## src/rtl/hash_io_if.sv

```systemverilog
// Host-side word I/O front end for hash cores: packs host words into core blocks
// (double-buffered, valid/ready toward the core) and serves the captured digest word by word.
//
// state    | meaning
// S_IDLE   | out of reset, waiting for init
// S_ABSORB | accepting message words
// S_DRAIN  | final block packed, waiting for the digest
// S_DIGEST | digest captured, fetches served
module hash_io_if #(
  parameter int IO_W  = 16,
  parameter int BLK_W = 32,
  parameter int DIG_W = 256
) (
  input  logic             i_clk,
  input  logic             i_rst_n,
  input  logic             i_init,
  input  logic             i_load,
  input  logic             i_last,
  input  logic             i_fetch,
  input  logic [IO_W-1:0]  i_idata,
  output logic             o_ack,
  output logic [IO_W-1:0]  o_odata,
  output logic             o_err,
  output logic             o_core_init,
  output logic [BLK_W-1:0] o_core_blk,
  output logic             o_core_blk_last,
  output logic             o_core_blk_valid,
  input  logic             i_core_blk_ready,
  input  logic [DIG_W-1:0] i_core_dig,
  input  logic             i_core_dig_valid
);

  localparam int NW   = BLK_W / IO_W;
  localparam int ND   = DIG_W / IO_W;
  localparam int NW_W = (NW > 1) ? $clog2(NW) : 1;
  localparam int ND_W = (ND > 1) ? $clog2(ND) : 1;

  typedef enum logic [1:0] {S_IDLE, S_ABSORB, S_DRAIN, S_DIGEST} state_t;

  state_t           r_state;
  state_t           w_state_nxt;
  logic [BLK_W-1:0] r_pack;
  logic             r_pack_last;
  logic [NW_W-1:0]  r_wcnt;
  logic [BLK_W-1:0] r_out;
  logic             r_out_last;
  logic             r_out_valid;
  logic [DIG_W-1:0] r_dig;
  logic [ND_W-1:0]  r_fptr;
  logic [IO_W-1:0]  r_odata;
  logic             r_ack;
  logic             r_err;
  logic             r_core_init;

  logic             w_stall;
  logic             w_accept;
  logic             w_done;
  logic             w_serve;
  logic             w_err;
  logic             w_dig_cap;
  logic [BLK_W-1:0] w_pack_nxt;
  logic             w_last_nxt;
  logic [ND_W-1:0]  w_dig_idx;
  logic [DIG_W-1:0] w_dig_shift;
  logic [IO_W-1:0]  w_dig_word;

  // The completing word is held off while the output buffer is full and not draining,
  // so an accepted final word always moves its block out on the same edge.
  assign w_stall    = (r_wcnt == NW_W'(NW - 1)) && r_out_valid && !i_core_blk_ready;
  assign w_accept   = i_load && !i_fetch && !r_ack && !i_init && (r_state == S_ABSORB) && !w_stall;
  assign w_done     = w_accept && (r_wcnt == NW_W'(NW - 1));
  assign w_serve    = i_fetch && !i_load && !r_ack && !i_init && (r_state == S_DIGEST);
  assign w_err      = !i_init && i_load && (i_fetch || (r_state != S_ABSORB));
  assign w_dig_cap  = i_core_dig_valid && !i_init && ((r_state == S_ABSORB) || (r_state == S_DRAIN));
  assign w_pack_nxt = (r_pack << IO_W) | BLK_W'(i_idata);
  assign w_last_nxt = r_pack_last | i_last;

  assign w_dig_idx   = ND_W'(ND - 1) - r_fptr;
  assign w_dig_shift = r_dig >> (w_dig_idx * IO_W);
  assign w_dig_word  = w_dig_shift[IO_W-1:0];

  always_ff @(posedge i_clk) begin
    if (!i_rst_n) r_state <= S_IDLE;
    else          r_state <= w_state_nxt;
  end

  always_comb begin
    w_state_nxt = r_state;
    if (i_init) begin
      w_state_nxt = S_ABSORB;
    end else begin
      case (r_state)
        S_ABSORB: begin
          if (i_core_dig_valid)        w_state_nxt = S_DIGEST;
          else if (w_done && w_last_nxt) w_state_nxt = S_DRAIN;
        end
        S_DRAIN:  if (i_core_dig_valid) w_state_nxt = S_DIGEST;
        default:  w_state_nxt = r_state;
      endcase
    end
  end

  always_ff @(posedge i_clk) begin
    if (!i_rst_n) begin
      r_pack      <= '0;
      r_pack_last <= 1'b0;
      r_wcnt      <= '0;
      r_out       <= '0;
      r_out_last  <= 1'b0;
      r_out_valid <= 1'b0;
      r_dig       <= '0;
      r_fptr      <= '0;
      r_odata     <= '0;
      r_ack       <= 1'b0;
      r_err       <= 1'b0;
      r_core_init <= 1'b0;
    end else begin
      r_ack       <= w_accept | w_serve;
      r_err       <= w_err;
      r_core_init <= i_init;
      if (i_init) begin
        r_pack      <= '0;
        r_pack_last <= 1'b0;
        r_wcnt      <= '0;
        r_out_valid <= 1'b0;
        r_fptr      <= '0;
      end else begin
        if (r_out_valid && i_core_blk_ready) r_out_valid <= 1'b0;
        if (w_done) begin
          r_out       <= w_pack_nxt;
          r_out_last  <= w_last_nxt;
          r_out_valid <= 1'b1;
          r_pack      <= '0;
          r_pack_last <= 1'b0;
          r_wcnt      <= '0;
        end else if (w_accept) begin
          r_pack      <= w_pack_nxt;
          r_pack_last <= w_last_nxt;
          r_wcnt      <= r_wcnt + NW_W'(1);
        end
        if (w_dig_cap) begin
          r_dig  <= i_core_dig;
          r_fptr <= '0;
        end else if (w_serve) begin
          r_odata <= w_dig_word;
          r_fptr  <= (r_fptr == ND_W'(ND - 1)) ? '0 : r_fptr + ND_W'(1);
        end
      end
    end
  end

  assign o_ack            = r_ack;
  assign o_odata          = r_odata;
  assign o_err            = r_err;
  assign o_core_init      = r_core_init;
  assign o_core_blk       = r_out;
  assign o_core_blk_last  = r_out_last;
  assign o_core_blk_valid = r_out_valid;

endmodule

```

## config.mk

```make
export PLATFORM = sky130hd
export DESIGN_NAME = hash_io_if
export DESIGN_NICKNAME = d
export VERILOG_FILES = /design/src/rtl/hash_io_if.sv
export SDC_FILE = /design/constraint.sdc
export NUM_CORES = 1
export LEC_CHECK = 0
export CAP_MARGIN = 20
export CORE_MARGIN = 2
export CORE_UTILIZATION = 35
export DETAILED_ROUTE_END_ITERATION = 10
export GPL_ROUTABILITY_DRIVEN = 0
export GPL_TIMING_DRIVEN = 0
export REMOVE_ABC_BUFFERS = 1
export SYNTH_ARGS = -nofsm -noshare
export SYNTH_HDL_FRONTEND = slang
export SYNTH_SLANG_ARGS = --single-unit
```

## constraint.sdc

```tcl
create_clock -name i_clk -period 1.77 [get_ports i_clk]
set_input_delay 0.2655 -clock i_clk [delete_from_list [all_inputs] [get_ports i_clk]]
set_output_delay 0.2655 -clock i_clk [all_outputs]
set_load 0.02 [all_outputs]
```

## Word-level counts from Yosys, hierarchy flattened

Index checks and enable logic that the tools add are counted.

- Word-level logic and storage cells: 78
- Memory bits (writable): 0
- Memory bits (read-only): 0
- Register bits after elaboration: 333
- Memories: 0
- Bits in latches: 0

- Add/sub/neg operators: 3
- $mul: 0
- Bitwise gates (word level): 6
- Magnitude comparators: 0
- Shifts and indexed selects: 1
- Reduce and logical (&&, ||, !) cells: 37
- Equality and inequality tests: 9
- Div/mod/pow operators: 0
- Multiplexer cells: 8

Operator list:

| kind | count |
|---|---|
| $shr A256 B8 Y16 | 1 |
| $or A32 B16 Y32 | 1 |
| $logic_and A1 B1 Y1 | 18 |
| $reduce_and A3 Y1 | 3 |
| $logic_not A1 Y1 | 6 |
| $mux W2 | 3 |
| $reduce_or A3 Y1 | 2 |
| $add A4 B1 Y4 const B | 1 |
| $eq A2 B2 Y1 const B | 2 |
| $eq A4 B4 Y1 const B | 1 |
| $mux W4 | 1 |
| $ne A4 B3 Y1 const B | 1 |
| $pmux W2 S2 | 1 |
| $reduce_and A2 Y1 | 2 |
| $reduce_bool A2 Y1 | 2 |
| $sub A4 B4 Y4 const A | 1 |
| $mux W1 | 3 |
| $ne A3 B2 Y1 const B | 1 |
| $ne A3 B3 Y1 const B | 1 |
| $not A1 Y1 | 3 |
| $reduce_bool A3 Y1 | 1 |
| $eq A2 B1 Y1 const B | 1 |
| $logic_or A1 B1 Y1 | 2 |
| $ne A2 B1 Y1 const B | 1 |
| 4 further kinds | 5 |

## Depth between registers and ports, before layout

- Depth after elaboration: 12
- Gate-level depth with buffers: 9
- Depth with buffers taken out: 6

## Worst setup path before layout

Ideal clock, no wire load.

- Path kind: flip-flop to flip-flop
- From: register r_state[0]
- To: register r_dig[193]
- Path buffers: 3
- Cell stages (with the launch flop): 10
- Slack: -133 ps
- Clock period less this slack: 1903 ps
- Setup time: 132 ps
- Arrival time: 1770 ps
- Path through: dfxtp_1 > inv_1 > ha_1 > nand2b_1 > or2_2 > clkbuf_1 > clkbuf_1 > buf_1 > nand2_1 > a21oi_1

- Word-level cells in the longest chain between the ends: 4

Ends and longest elaborated chain:

| element | line | source |
|---|---|---|
| from (decl) | 40 | `state_t r_state;` |
| from (signal assigned) | 84 | `else r_state <= w_state_nxt;` |
| $eq A2 B1 Y1 / $eq A2 B2 Y1 (equally long branches) | 74 | `assign w_dig_cap = i_core_dig_valid && !i_init && ((r_state == S_ABSORB) \|\| (r_state == S_DRAIN));` |
| $logic_or A1 B1 Y1 (*) | 74 |  |
| $logic_and A1 B1 Y1 (*) | 74 |  |
| $reduce_and A2 Y1 (no source line) (*) | n/a |  |
| to (signal assigned) | 142 | `r_dig <= i_core_dig;` |
| to (decl) | 48 | `logic [DIG_W-1:0] r_dig;` |

Mark *: on every way between the ends. The rest lies on a longest branch, timed or not.
A chain may end at the register's enable or synchronous reset.

## Worst setup path in the final report

- From: register r_state[0]
- To: register r_dig[66]

Same word-level chain as after synthesis.

==> run metrics <==
total power per unit cell area 813 nW/um2; core area 37,700 um2; total global routing track utilization 21.7%; element type at the critical path start flip-flop; arrival time worst endpoint 2.30 ns; Worst Hold Endpoint r_dig[180]; TritonCTS buffer count 39; leading cell type in the layout, fill and taps excluded nand2_1; cell type with the largest total area after synthesis dfxtp_1; worst skew pair latency 0.54 ns; max_cap viols 0; dominant register cell in the synthesized netlist dfxtp_1; largest net degree at the start of global routing 115; mean cell area of the mapped netlist 8.72 um2; FF-to-FF path depth 8; final hold violations 0; number of failing setup endpoints in the final timing report 256; cells along the critical path inv_4 > ha_4 > nand2b_4 > or2_4 > buf_12 > clkbuf_16 > nand2_1 > a21oi_1; gate count after technology mapping 1,537; ratio of routed vias to standard cells 5.18; cell depth of the worst hold path 3; area share of the largest cell type after synthesis 49.7%; remaining antenna violation count after routing 0; clock-pin slew of the registers on the worst-case setup and hold paths 0.06 ns; worst slack at placement -1.62 ns; RR Startpoint r_state[0]; violations in the final reports negative setup slack; Min-Delay Path Class primary input to flip-flop; area of the die 39,900 um2; fraction of registers with async set or reset after synthesis 0%; count of pins over their slew limit 0; static leakage power 0.00796 uW; grt total ovfl 0; Final Critical Period 1.85 ns; outcome complete, but fails checks; min setup slack post-route -0.0783 ns; leading cell types by total area after synthesis dfxtp_1, nand2_1, a21oi_1, mux4_2, mux2i_1; final net count 2,214; worst path bufs/invs 3; CTS sink cnt 333; pin slew with the least headroom to its limit 0.576 ns; critical path capture point type flip-flop; Hold-fix buffers, CTS 0; Clk Tree Root Cell clkbuf_16; non-filler cells in the finished layout 2,469; Worst Setup Path Type flip-flop to flip-flop; worst max-slew margin expressed relative to the limit 61.6%; number of placed instances with taps included 2,278; Max Fclk 541 MHz; initial DRC count 748; register-to-register path setup slack -0.08 ns; row count 71; maximum fanout along the worst path 9; post-synth cell types 42; Initial DRT Pass Iterations 5; CTS Buffer Depth 3; residual DRC count 0; wire length of the first global-routing pass 67,000 um; per-cell routed wire length 21.0 um; antenna violations before repair 5; unrepaired setup endpoints after global routing true; Ys Warns 0; most used cells in the layout excluding fill and tap cells nand2_1, dfxtp_1, clkdlybuf4s50_1; worst hold path startpoint i_core_dig[180]; number of global-route vias before repair 12,027; destination of the worst register-to-register timing path r_dig[66]; cell type group with the largest total delay on the critical path simple AND/OR/NAND/NOR gates; EDFF count, synth 0; Clock Skew 0.0142 ns; die width 200 um; #FFs+latches synth 333; required time at the worst-slack endpoint 2.22 ns; TritonCTS clock tree built; proportion of layout cells with a drive suffix above 1 26.4%; starting density of the core 35.6%; Synth-to-Final Area Change 63.6%; detailed placement HPWL 26,200 um; share of synthesized area occupied by flip-flops and latches 49.7%; top-level I/O count 333; Port Buffers 332; Worst path slowest cell dfxtp_4; final critical-path share of the clock period 104%; CTS H-tree depth 2; vias after detailed routing 12,800; routed wire length 51,900 um; Post-Syn Area 13,400 um2; delay contributed by the slowest stage of the critical path 0.38 ns; IR drop worst, VDD 0.000604 V; chip height 200 um
repair_timing:
| item | CTS | global route |
|---|---|---|
| setup endpoints to repair | 347 | 346 |
| resized for setup | 70 | 320 |
| buffers inserted | 47 | 15 |
| cloned | 19 | 47 |
| pin swaps | 21 | 125 |
| hold endpoints to repair | 0 | 0 |
power by group:
part | internal (uW) | switching, uW
clock | 4580 | 3220
sequential | 7700 | 128
combinational | 1240 | 945
total | 13500 | 4290
kinds of logic after synthesis:
logic type | synth area share (%)
XOR/XNOR | 0.0654
multiplexers | 14.3
AND/OR/NAND/NOR | 18.0
buffers and inverters | 3.78
adder cells (fa/ha/maj) | 0.373
flip-flops | 49.7
AO/OA/AOI/OAI | 13.7
per-layer routing:
| layer | vias up | share of wire (%) | global-route usage [%] |
|---|---|---|---|
| met5 | - | 0.058 | 0 |
| met4 | 4 | 2.1 | 6.04 |
| met3 | 70 | 6.0 | 4.49 |
| met2 | 394 | 49 | 36.3 |
| met1 | 6318 | 43 | 28.3 |
| li1 | 6014 | - | - |
registers in the layout, indices dropped and copies added (netlist names):
| name | flops |
|---|---|
| r_pack_last | 1 |
| o_err | 1 |
| o_core_blk | 32 |
| o_odata | 16 |
| r_wcnt | 1 |
| o_core_blk_last | 1 |
| r_pack | 16 |
| r_fptr | 4 |
| r_dig | 256 |
| o_core_init | 1 |
| r_state | 2 |
| o_core_blk_valid | 1 |
| o_ack | 1 |
metrics by stage:
| step | util (%) | instance area [um2] | setup TNS [ns] | hold WS (ns) | power, uW |
|---|---|---|---|---|---|
| finish | 58.2 | 21900 | -7.51 | 0.273 | 17800 |
| global route | 58.2 | 21900 | -17.54 | 0.265 | 18400 |
| CTS | 52.6 | 19800 | -0.159 | 0.253 | 17400 |
| detailed placement | 46.1 | 17400 | -210.95 | 0.443 | 9420 |
| global placement | 44.8 | 16900 | -3693.68 | 0.434 | 9470 |
| floorplan | - | 12900 | -2174.36 | 0.387 | 8570 |
area by class of cell:
type	instances	area, um2
Fill cell	3273	15700
Multi-Input combinational cell	1079	7340
Sequential cell	333	6690
Timing Repair Buffer	473	6010
Clock buffer	55	1090
Tap cell	511	639
Clock inverter	12	133
Inverter	4	30.0
Antenna cell	2	5.00
Yosys cell counts, drive strengths merged, types with 2 or more instances:
master	instances
dfxtp	333
mux2i	48
and2	2
buf	29
ha	4
nor4b	2
a21oi	295
nand4	2
nand2	582
mux4	64
nand3	4
o21ai	17
clkbuf	93
nor2	24
nand2b	2
inv	3
o2bb2a	15
worst max-delay path by stage:
| stage | end | cells after the start | startpoint |
|---|---|---|---|
| after floorplan | r_dig[0] | 6 | r_state[0] |
| after global placement | r_dig[98] | 5 | i_core_dig_valid |
| after detailed placement | r_pack_last | 5 | i_init |
| after CTS | r_pack[6] | 7 | r_state[0] |
| after global routing | o_core_blk[22] | 8 | r_state[0] |
| final | r_dig[66] | 8 | r_state[0] |
worst min-delay path: stages:
cell and delay, ns:
clkdlybuf4s50_1 0.39, nand2_1 0.05, a21oi_1 0.05
Power figures use the tool's default switching activity.
